**src/rtl/adc128s022_scanner.sv**
```systemverilog
// Free-running SPI (mode 3) scanner for the ADC128S022. Walks the channels set in CHAN_MASK
// round-robin and emits one tagged 12-bit sample per frame.
module adc128s022_scanner #(
  parameter int unsigned SCLK_HALF = 16,
  parameter logic [7:0]  CHAN_MASK = 8'hFF
) (
  input  logic        CLOCK_50,
  input  logic        rst,
  input  logic        enable,
  output logic        ADC_CS_N,
  output logic        ADC_SCLK,
  output logic        ADC_SADDR,
  input  logic        ADC_SDAT,
  output logic        sample_valid,
  output logic [2:0]  sample_chan,
  output logic [11:0] sample_data,
  output logic        busy
);

  if (SCLK_HALF < 8 || SCLK_HALF > 31) begin : gen_bad_half
    $error("adc128s022_scanner: SCLK_HALF must lie within 8..31");
  end
  if (CHAN_MASK == 8'h00) begin : gen_bad_mask
    $error("adc128s022_scanner: CHAN_MASK must have at least one bit set");
  end

  function automatic logic [2:0] first_chan();
    logic [2:0] res;
    res = 3'd0;
    for (int k = 7; k >= 0; k--) begin
      if (CHAN_MASK[k]) res = 3'(k);
    end
    return res;
  endfunction

  // Scans downward so the nearest set bit above cur (with wrap) wins; a lone bit maps to itself.
  function automatic logic [2:0] next_chan(input logic [2:0] cur);
    logic [2:0] res;
    logic [2:0] cand;
    res = cur;
    for (int k = 7; k >= 1; k--) begin
      cand = cur + 3'(k);
      if (CHAN_MASK[cand]) res = cand;
    end
    return res;
  endfunction

  function automatic logic addr_bit(input logic [3:0] b, input logic [2:0] a);
    logic res;
    case (b)
      4'd2:    res = a[2];
      4'd3:    res = a[1];
      4'd4:    res = a[0];
      default: res = 1'b0;
    endcase
    return res;
  endfunction

  localparam logic [2:0] FirstChan = first_chan();
  localparam logic [4:0] HalfLast  = 5'(SCLK_HALF - 1);

  typedef enum logic [2:0] {StIdle, StSetup, StLow, StHigh, StHold} state_e;

  state_e      state_q, state_d;
  logic [4:0]  cnt_q, cnt_d;
  logic [3:0]  bit_q, bit_d;
  logic [15:0] shift_q, shift_d;
  logic [2:0]  addr_q, addr_d;
  logic [2:0]  prev_chan_q, prev_chan_d;
  logic        primed_q, primed_d;
  logic        cs_n_q, cs_n_d;
  logic        sclk_q, sclk_d;
  logic        saddr_q, saddr_d;
  logic        valid_q, valid_d;
  logic [2:0]  chan_q, chan_d;
  logic [11:0] data_q, data_d;
  logic        busy_q, busy_d;
  logic        half_done;

  // The four leading bits of each frame are shifted through but never used.
  logic unused_shift_msb;
  assign unused_shift_msb = shift_q[15];

  assign half_done = (cnt_q == HalfLast);

  always_comb begin
    state_d     = state_q;
    cnt_d       = cnt_q + 5'd1;
    bit_d       = bit_q;
    shift_d     = shift_q;
    addr_d      = addr_q;
    prev_chan_d = prev_chan_q;
    primed_d    = primed_q;
    cs_n_d      = cs_n_q;
    sclk_d      = sclk_q;
    saddr_d     = saddr_q;
    valid_d     = 1'b0;
    chan_d      = chan_q;
    data_d      = data_q;

    unique case (state_q)
      StIdle: begin
        cnt_d = 5'd0;
        if (enable) begin
          state_d = StSetup;
          cs_n_d  = 1'b0;
        end
      end
      StSetup: begin
        if (half_done) begin
          state_d = StLow;
          cnt_d   = 5'd0;
          bit_d   = 4'd0;
          sclk_d  = 1'b0;
          saddr_d = 1'b0;
        end
      end
      StLow: begin
        if (half_done) begin
          // Sample DOUT on the clock just before SCLK rises.
          state_d = StHigh;
          cnt_d   = 5'd0;
          sclk_d  = 1'b1;
          shift_d = {shift_q[14:0], ADC_SDAT};
        end
      end
      StHigh: begin
        if (half_done) begin
          cnt_d = 5'd0;
          if (bit_q == 4'd15) begin
            state_d     = StHold;
            cs_n_d      = 1'b1;
            valid_d     = primed_q;
            if (primed_q) begin
              chan_d = prev_chan_q;
              data_d = shift_q[11:0];
            end
            primed_d    = 1'b1;
            prev_chan_d = addr_q;
            addr_d      = next_chan(addr_q);
          end else begin
            state_d = StLow;
            sclk_d  = 1'b0;
            bit_d   = bit_q + 4'd1;
            saddr_d = addr_bit(bit_q + 4'd1, addr_q);
          end
        end
      end
      StHold: begin
        if (half_done) begin
          cnt_d = 5'd0;
          if (enable) begin
            state_d = StSetup;
            cs_n_d  = 1'b0;
          end else begin
            state_d  = StIdle;
            primed_d = 1'b0;
          end
        end
      end
      default: begin
        state_d = StIdle;
        cnt_d   = 5'd0;
        cs_n_d  = 1'b1;
        sclk_d  = 1'b1;
        saddr_d = 1'b0;
      end
    endcase

    busy_d = (state_d != StIdle);
  end

  always_ff @(posedge CLOCK_50 or posedge rst) begin
    if (rst) begin
      state_q     <= StIdle;
      cnt_q       <= 5'd0;
      bit_q       <= 4'd0;
      shift_q     <= 16'd0;
      addr_q      <= FirstChan;
      prev_chan_q <= FirstChan;
      primed_q    <= 1'b0;
      cs_n_q      <= 1'b1;
      sclk_q      <= 1'b1;
      saddr_q     <= 1'b0;
      valid_q     <= 1'b0;
      chan_q      <= 3'd0;
      data_q      <= 12'd0;
      busy_q      <= 1'b0;
    end else begin
      state_q     <= state_d;
      cnt_q       <= cnt_d;
      bit_q       <= bit_d;
      shift_q     <= shift_d;
      addr_q      <= addr_d;
      prev_chan_q <= prev_chan_d;
      primed_q    <= primed_d;
      cs_n_q      <= cs_n_d;
      sclk_q      <= sclk_d;
      saddr_q     <= saddr_d;
      valid_q     <= valid_d;
      chan_q      <= chan_d;
      data_q      <= data_d;
      busy_q      <= busy_d;
    end
  end

  assign ADC_CS_N     = cs_n_q;
  assign ADC_SCLK     = sclk_q;
  assign ADC_SADDR    = saddr_q;
  assign sample_valid = valid_q;
  assign sample_chan  = chan_q;
  assign sample_data  = data_q;
  assign busy         = busy_q;

endmodule

```
**config.mk**
```make
export PLATFORM = sky130hd
export DESIGN_NAME = adc128s022_scanner
export DESIGN_NICKNAME = d
export VERILOG_FILES = /design/src/rtl/adc128s022_scanner.sv
export SDC_FILE = /design/constraint.sdc
export NUM_CORES = 1
export LEC_CHECK = 0
export BUFFER_PORTS_ARGS = -buffer_cell sky130_fd_sc_hd__buf_2
export CORE_MARGIN = 2
export CORE_UTILIZATION = 30
export CTS_BUF_LIST = sky130_fd_sc_hd__clkbuf_4 sky130_fd_sc_hd__clkbuf_8 sky130_fd_sc_hd__clkbuf_16
export CTS_CLUSTER_SIZE = 14
export DETAILED_ROUTE_END_ITERATION = 10
export PLACE_DENSITY_LB_ADDON = 0.12
export SYNTH_ARGS = -nofsm -noshare
export SYNTH_HDL_FRONTEND = slang
export SYNTH_SLANG_ARGS = --single-unit
```
**constraint.sdc**
```tcl
create_clock -name CLOCK_50 -period 2.5 [get_ports CLOCK_50]
set_input_delay 0 -clock CLOCK_50 [delete_from_list [all_inputs] [get_ports CLOCK_50]]
set_output_delay 0 -clock CLOCK_50 [all_outputs]
set_load 0.02 [all_outputs]
```
# Word-level counts from Yosys, hierarchy flattened

Memory sizes are Yosys's and may differ from the RTL's.
Cells that the tools add are included.

Memory bits (read-only): 56
Register bits: 51
Memories: 7
Input bits: 4
Word-level logic and storage cells: 122

Reductions and logical operators: 18
Mux-type cells: 48
$add $sub $neg: 9
Bitwise operators: 3
Equality and inequality tests: 16
Order comparisons: 7

Memory list:

| name            | depth | width | read ports | clocked after Yosys merged registers in | write ports | line | source |
|---|---|---|---|---|---|---|---|
| (no name shown) | 8     | 1     | 1          | 0                                       | 0           | 43   | `if (CHAN_MASK[cand]) res = cand;` |
| (no name shown) | 8     | 1     | 1          | 0                                       | 0           | 43   |  |
| (no name shown) | 8     | 1     | 1          | 0                                       | 0           | 43   |  |
| (no name shown) | 8     | 1     | 1          | 0                                       | 0           | 43   |  |
| (no name shown) | 8     | 1     | 1          | 0                                       | 0           | 43   |  |
| (no name shown) | 8     | 1     | 1          | 0                                       | 0           | 43   |  |
| 1 more memories | --    | --    | --         | --                                      | --          | --   |  |

Operators by type and width:

| cell                                                                  | number |
|---|---|
| 3-bit two-way mux                                                     | 13 |
| 3-bit by 4-bit < comparator with 1-bit output, second input constant  | 7 |
| 1-bit two-way mux                                                     | 23 |
| 4-bit AND reduction                                                   | 5 |
| 3-bit case mux with 5 select lines                                    | 1 |
| 2-bit inequality test, second input constant                          | 7 |
| 3-bit adder, second input constant                                    | 4 |
| 4-bit two-way mux                                                     | 3 |
| 5-bit two-way mux                                                     | 2 |
| 5-bit AND reduction                                                   | 2 |
| 4-bit by 2-bit equality test with 1-bit output, second input constant | 2 |
| 1-bit case mux with 4 select lines                                    | 2 |
| 4-bit case mux with 2 select lines                                    | 1 |
| 7-bit nonzero test                                                    | 1 |
| 3-bit by 2-bit adder with 3-bit output, second input constant         | 2 |
| 3-bit by 2-bit equality test with 1-bit output, second input constant | 2 |
| 1-bit case mux with 3 select lines                                    | 2 |
| 5-bit by 1-bit adder with 5-bit output, second input constant         | 1 |
| 5-bit by 4-bit equality test with 1-bit output, second input constant | 1 |
| 4-bit by 1-bit adder with 4-bit output, second input constant         | 1 |
| 4-bit by 3-bit equality test with 1-bit output, second input constant | 1 |
| 4-bit equality test, second input constant                            | 1 |
| 2-bit nonzero test                                                    | 2 |
| 2-bit OR reduction                                                    | 2 |
| 11 further kinds                                                      | 13 |

# Depth between registers and ports, before layout

Gate-level depths: netlist of run 1.

Word-level depth: 10
Mapped depth: 7

# Worst setup path before layout of run 1

OpenSTA, ideal clock, no wires.

Kind: flip-flop to flip-flop
Start point: register bit_q[0]
End point: register chan_q[2] (netlist: sample_chan[2])
Arrival: 1.760 ns
Clock period less this slack: 1.885 ns
Cell stages (with the launch flop): 7
Slack: 0.615 ns
Library setup time: 0.125 ns
Buffers on the path: 1
Cells stage by stage: dfrtp_1 ha_1 nand3_1 nor3_4 nand2_4 buf_6 mux2_4

Cells in the longest elaborated chain, start to end: 2

RTL lines:

| item                          | line | source |
|---|---|---|
| start: declaration            | 66   | `logic [3:0] bit_q, bit_d;` |
| start signal: assignment      | 192  | `bit_q <= bit_d;` |
| 4-bit equality test           | 130  | `if (bit_q == 4'd15) begin` |
| 4-bit AND reduction (no line) | --   |  |
| end signal: assignment        | 201  | `chan_q <= chan_d;` |
| end: declaration              | 75   | `logic [2:0] chan_q, chan_d;` |

Every way passes these cells.
A chain may end at the register's enable or synchronous reset.

# Worst setup path in the final report of run 1

Start point: register bit_q[0]
End point: register data_q[11] (netlist: sample_data[11])

Cells in the longest elaborated chain, start to end: 2

RTL lines:

| item                          | line | source |
|---|---|---|
| 4-bit equality test           | 130  |  |
| 4-bit AND reduction (no line) | --   |  |
| end signal: assignment        | 202  | `data_q <= data_d;` |
| end: declaration              | 76   | `logic [11:0] data_q, data_d;` |

Every way passes these cells.

==> metrics.txt, run 1 <==
Vias=1420; Core Region=0.007331 mm2; EDFF count, synth=0; gr ovfl total=0; Switching Power=291.3 uW; Routed WL per cell=13.47 um; Unique masters post-synth=40; Ys Warns=0; Comb pwr share=1.9%; TNS Setup=0 ps; layout cells sized above 1=35.96%; P_int=1059 uW; fmax=528.8 MHz; vias in the first global route=1436; top-count cell post-synth=dfrtp_1; Total GRT Usage=10.41%; DR vias/cell=4.702; register area share after synthesis=55.63%; Max Cap Violations=0; pre-CTS setup slack=584.8 ps; Yosys top cell area share=53.35%; DIE AREA=0.008378 mm2; mean area per synthesized cell=13.36 um2; worst hold slack=260.0 ps; Ports=24; final setup fails=0; worst-margin pin slew=494.1 ps; Async SR Flop Fraction=100.0%; LEAKAGE=0.001405 uW; switching part of the total power=21.57%; Die Y=91.53 um; Clock power frac=36.9%; critical-path maximum fanout=16; Initial Util=31.35%; clock transition at the registers of the reported paths=100 ps; number of port buffers=23; Sequential Power Share=61.3%; Skew-Pair Late Insertion Delay=300 ps; required time worst endpoint=2690 ps; CP Launch Point=bit_q[0]$_DFFE_PP0P_; Root Driver=clkbuf_8; Die X=91.53 um; max-slew violations=0; TritonRoute pass-1 iters=4; critical path class=register to register; synthesized area=0.002298 mm2; DRC errors left=0; final setup margin=609.0 ps; clk_skew=10.03 ps; CTS H-tree lvls=2; area grow syn2layout=15.19%; TritonCTS Sinks=51; largest cells by area after synthesis=dfrtp_1, mux2_4, mux2_2; Final Critical Period=1891 ps; Tot Pwr=1350 uW; ant diodes=0; Layout fillers=722; syn_nets=182; Max VDD drop=0.1821 mV; RSZ-0062 raised after global routing=no; Synth Flop Type=dfrtp_1; Max-slew headroom=67.01%; CP Capture Type=register; status=finished, final reports clean; Cell Rows=31; r2r startpoint=bit_q[0]$_DFFE_PP0P_; dpl hpwl=2929 um; WL final=4068 um; first-pass GRT wire length=7086 um; Hold Vio Cnt, Final=0; class of the worst hold path=primary input to async pin; CTS buffer count=5; Synth Instances=172; Yosys reg bits=51; CP arrival=2080 ps; Synth area leader=dfrtp_1; initial drt markers=25; Power Density=510.1 mW/mm2; maximum buffer depth of the clock tree=2; CTS tree=yes; Detail Route Antenna Nets=0; Final period util=75.64%; CP startpoint kind=register; initial antenna violation count=0; Final nets=212; pin count of the biggest net entering global routing=29; RD Place Congestion=0.7893; Post-synth top cells=dfrtp_1, mux2_4, nand2_1, mux2_2, nor2_1
[repair_timing]
action                                 4_1_cts  5_1_grt
gates resized for setup                      0        0
endpoints found under the hold margin       25        0
hold buffers                                 3        0
buffers inserted                             0        0
[cell families after synthesis]
family / share of synthesized area [%]
DFF: 55.63
and+or+nand+nor: 10.72
muxes: 18.29
AOI/OAI and AO/OA: 6.478
buffers and inverters: 2.940
xor gates and xnor gates: 2.667
adders and majority gates: 3.266
[cell usage in the layout (no fill, tap or decap), drive strengths merged, types with 2 or more instances in the layout]
cell type,n
buf,26
nand2b,3
ha,6
o21ai,3
nand3,4
nor3,5
o31ai,3
xor2,4
dfrtp,49
dfstp,2
xnor2,3
nand4,3
mux2,31
nor2,8
inv,7
nand2,14
a22oi,2
a211oi,2
a21oi,3
dlygate4sd3,3
clkbuf,6
[path summary, 6_finish.rpt]
check / end / slack (ps) / cells past startpoint
max in group asynchronous: ADC_SCLK$_DFFE_PP1P_ / 1440 / 4
setup / recovery: sample_data[11]$_DFFE_PP0P_ / 610 / 5
min in group CLOCK_50: shift_q[0]$_DFFE_PP0P_ / 450 / 3
hold / removal: sample_data[0]$_DFFE_PP0P_ / 260 / 3
setup reg to reg: sample_data[11]$_DFFE_PP0P_ / 610 / 5
hold reg to reg: cnt_q[0]$_DFF_PP0_ / 480 / 1
[flip-flops by register name, summed over array words and instances (netlist names)]
register      cells
bit_q             4
primed_q          1
cnt_q             5
state_q           3
sample_data      12
ADC_SCLK          1
shift_q          12
addr_q            3
ADC_CS_N          1
prev_chan_q       3
busy              1
sample_chan       3
ADC_SADDR         1
sample_valid      1
[cell type report]
class	instances	area, um2	area share (%)
Clock buffer	6	82.58	3.119
Clock inverter	2	16.27	0.6144
Inverter	7	26.28	0.9924
Multi-Input combinational cell	108	952.2	35.96
Sequential cell	51	1279	48.30
Tap cell	99	123.9	4.679
Timing Repair Buffer	29	167.7	6.333
[per-stage QoR]
stage / area, um2 / utilization (%) / std cells
after global placement: 2519 / 34.36 / 291
after global routing: 2648 / 36.12 / 302
final: 2648 / 36.12 / 302
after detailed placement: 2519 / 34.36 / 291
after CTS: 2648 / 36.12 / 302
after floorplan: 2298 / - / 172
[metal layers]
| layer | part of all wire (%) | vias to the layer above | GRT usage [%] | routed length [um] |
|---|---|---|---|---|
| met4 | 0.93 | 0 | 3.409 | 38 |
| met2 | 47 | 25 | 16.42 | 1926 |
| li1 | - | 667 | - | - |
| met5 | 0 | - | 0 | 0 |
| met1 | 48 | 724 | 14.35 | 1952 |
| met3 | 3.7 | 4 | 1.992 | 151 |
[power by group through the flow]
| stage | Sequential, uW | Clock [uW] | Combinational, uW |
|---|---|---|---|
| after floorplan | 843 | 0 | 13.2 |
| after global placement | 844 | 0 | 22.6 |
| after detailed placement | 844 | 0 | 23.6 |
| after CTS | 827 | 524 | 27.0 |
| after global routing | 828 | 557 | 30.1 |
| final | 827 | 498 | 25.1 |
[worst max-delay path: stages, from the launching register on]
cell	delay, ps
dfrtp_1	470
ha_1	290
nand3_1	240
nor3_4	240
nand2_4	200
mux2_4	340
No activity file was read; power rests on OpenSTA's default activity.
==> inputs of run 2 (changes only) <==
--- a/config.mk
+++ b/config.mk
@@ -5,6 +5,7 @@
 export SDC_FILE = /design/constraint.sdc
 export NUM_CORES = 1
 export LEC_CHECK = 0
+export ABC_AREA = 1
 export BUFFER_PORTS_ARGS = -buffer_cell sky130_fd_sc_hd__buf_2
 export CORE_MARGIN = 2
 export CORE_UTILIZATION = 30
==> constraint.sdc (replaced) <==
create_clock -name CLOCK_50 -period 1.6 [get_ports CLOCK_50]
set_input_delay 0 -clock CLOCK_50 [delete_from_list [all_inputs] [get_ports CLOCK_50]]
set_output_delay 0 -clock CLOCK_50 [all_outputs]
set_load 0.02 [all_outputs]
==> run 2 against run 1 <==
  * Worst setup slack got worse by 460 ps
  * Die area barely moved
  * Sequential share of layout area fell by 2.1 points
  * Clock skew fell by 1.9 ps
  * Largest cell class unchanged
==> metrics.txt, run 2 <==
fmax=689.2 MHz; Tot Pwr=3044 uW; Die Y=91.56 um; Cell Rows=31; r2r startpoint=cnt_q[0]$_DFF_PP0_; CP arrival=1630 ps; CTS buffer count=5; Die X=91.56 um; Hold Vio Cnt, Final=0; Vias=1734; Unique masters post-synth=23; status=finished, final reports clean; DIE AREA=0.008382 mm2; Min-Delay Startpoint=enable; Ys Warns=0; Post-synth top cells=nand2_1, dfrtp_1, inv_1, nor2_1, o21ai_0; Yosys reg bits=51; RSZ-0062 raised after global routing=no; required time worst endpoint=1780 ps; RD Place Congestion=0.8401; Synth Flop Type=dfrtp_1; dpl hpwl=3311 um; Final nets=310; Initial Util=31.37%; Ports=24; Cells on Worst Hold Path=5; highest-count cells in the layout ignoring fill and taps=nand2_1, dfrtp_1, inv_1; Skew-Pair Late Insertion Delay=300 ps; Final Critical Period=1451 ps; P_int=2041 uW; worst-margin pin slew=428.8 ps; top-count cell post-synth=nand2_1; final setup margin=149.0 ps; max-slew violations=0; Yosys top cell area share=53.32%; DR vias/cell=4.335; layout cells sized above 1=21.26%; area grow syn2layout=20.24%; LEAKAGE=0.001367 uW; Root Driver=clkbuf_8; TritonRoute pass-1 iters=4; pre-CTS setup slack=3.294 ps; end of the worst hold path=state_q[0]$_DFF_PP0_; Final period util=90.69%; CP Capture Type=register; Total GRT Usage=11.80%; CTS H-tree lvls=2; initial drt markers=42; Bufs and invs on worst path=1; Routed WL per cell=11.36 um; CP Cell Sequence=ha_4 -> nand3_1 -> nor2_4 -> nand2_2 -> buf_12 -> nand2_1 -> o21ai_0; CTS tree=yes; most common cell after layout, fill and taps aside=nand2_1; Comb pwr share=24.4%; TNS Setup=0 ps; vias in the first global route=1689; DRC errors left=0; Max VDD drop=0.4934 mV; syn_nets=270; CP max stage delay=430 ps; maximum buffer depth of the clock tree=2; TritonCTS Sinks=51; Core Region=0.007331 mm2; critical-path maximum fanout=24; Async SR Flop Fraction=100.0%; area of the multi-input gates=895.9 um2; Worst R2R Setup Slack=150 ps; Power Density=1101 mW/mm2; Switching Power=1003 uW; crit path max-delay cell type=dfrtp_1; Sequential Power Share=51.1%; Synth area leader=dfrtp_1; WL final=4543 um; initial antenna violation count=0; Worst R2R Path Depth=7; number of port buffers=23; gr ovfl total=0; clock transition at the registers of the reported paths=90 ps; ant diodes=0; critical path class=register to register; synthesized area=0.002300 mm2; delay-heaviest family, CP=simple AND/OR/NAND/NOR gates; Clock power frac=24.5%; CP startpoint kind=register; Synth Instances=260; clk_skew=8.157 ps; switching part of the total power=32.96%; Worst R2R End=shift_q[1]$_DFFE_PP0P_; class of the worst hold path=primary input to register; Detail Route Antenna Nets=0; pin count of the biggest net entering global routing=30; Max Cap Violations=0; EDFF count, synth=0; final setup fails=0; Max-slew headroom=71.37%; largest cells by area after synthesis=dfrtp_1, nand2_1, inv_1; register area=0.001279 mm2; register area share after synthesis=55.60%; mean area per synthesized cell=8.845 um2; Layout fillers=771; first-pass GRT wire length=7859 um
-- run 2: how the worst max path moves through the flow --
stage | start | to | slack (ps) | cells after the start
2_1_floorplan | bit_q[0]$_DFFE_PP0P_ | sample_data[0]$_DFFE_PP0P_ | 80 | 10
3_3_place_gp | cnt_q[0]$_DFF_PP0_ | busy$_DFF_PP0_ | 60 | 6
3_5_place_dp | cnt_q[0]$_DFF_PP0_ | sample_chan[1]$_DFFE_PP0P_ | 3 | 8
4_1_cts | cnt_q[0]$_DFF_PP0_ | sample_chan[1]$_DFFE_PP0P_ | 30 | 8
5_1_grt | bit_q[1]$_DFFE_PP0P_ | busy$_DFF_PP0_ | 20 | 7
6_report | cnt_q[0]$_DFF_PP0_ | shift_q[1]$_DFFE_PP0P_ | 150 | 7
-- run 2: layout make-up --
| class | instances | share of cell area (%) |
|---|---|---|
| Multi-Input combinational cell | 172 | 32.40 |
| Sequential cell | 51 | 46.24 |
| Inverter | 32 | 4.344 |
| Timing Repair Buffer | 38 | 9.321 |
| Clock buffer | 6 | 2.760 |
| Tap cell | 99 | 4.480 |
| Clock inverter | 2 | 0.4525 |
-- run 2: power groups by stage --
stage          Sequential (uW)  Clock (uW)  Combinational (uW)
6_report                  1560         745                 744
5_1_grt                   1580         833                 853
4_1_cts                   1540         784                 734
3_5_place_dp              1570           0                 724
3_3_place_gp              1560           0                 731
2_1_floorplan             1590           0                 478
-- run 2: through the flow --
| stage | utilization [%] | hold slack (ps) | std cells | cell area [um2] |
|---|---|---|---|---|
| 5_1_grt | 37.72 | 151.2 | 400 | 2765 |
| 4_1_cts | 37.00 | 113.7 | 397 | 2713 |
| 3_3_place_gp | 35.48 | 27.87 | 387 | 2601 |
| 6_report | 37.72 | 118.5 | 400 | 2765 |
| 2_1_floorplan | - | 158.6 | 260 | 2300 |
| 3_5_place_dp | 35.48 | 25.00 | 387 | 2601 |
-- run 2: metal layers --
metal | global-route usage, % | share of wire [%]
met1 | 15.35 | 49
met2 | 19.30 | 46
met3 | 2.822 | 3.3
met4 | 3.788 | 1.1
met5 | 0 | 0
-- run 2: logic make-up (layout without fill, tap and decap cells) --
logic type / Yosys count / after routing / share of synthesized area (%)
fa+ha+maj: 6 / 6 / 3.264
simple gates: 123 / 123 / 23.29
flops: 51 / 51 / 55.60
compound gates: 39 / 39 / 9.466
buf+inv: 37 / 78 / 6.855
xor+xnor: 4 / 4 / 1.523
-- run 2: timing repair --
| action | in CTS | in global routing |
|---|---|---|
| hold buffers | 2 | 0 |
| gates resized for setup | 1 | 7 |
| cloned | 0 | 0 |
| endpoints found under the hold margin | 20 | 0 |
| pin swaps | 0 | 2 |
| endpoints found under the setup margin | 2 | 24 |
| setup buffers | 0 | 3 |
-- run 2: tightest hold or removal path, delay by kind of cell --
family                 cells  cell delay, ps
AOI/OAI and AO/OA          1             110
buffers and inverters      2             160
and+or+nand+nor            2             120
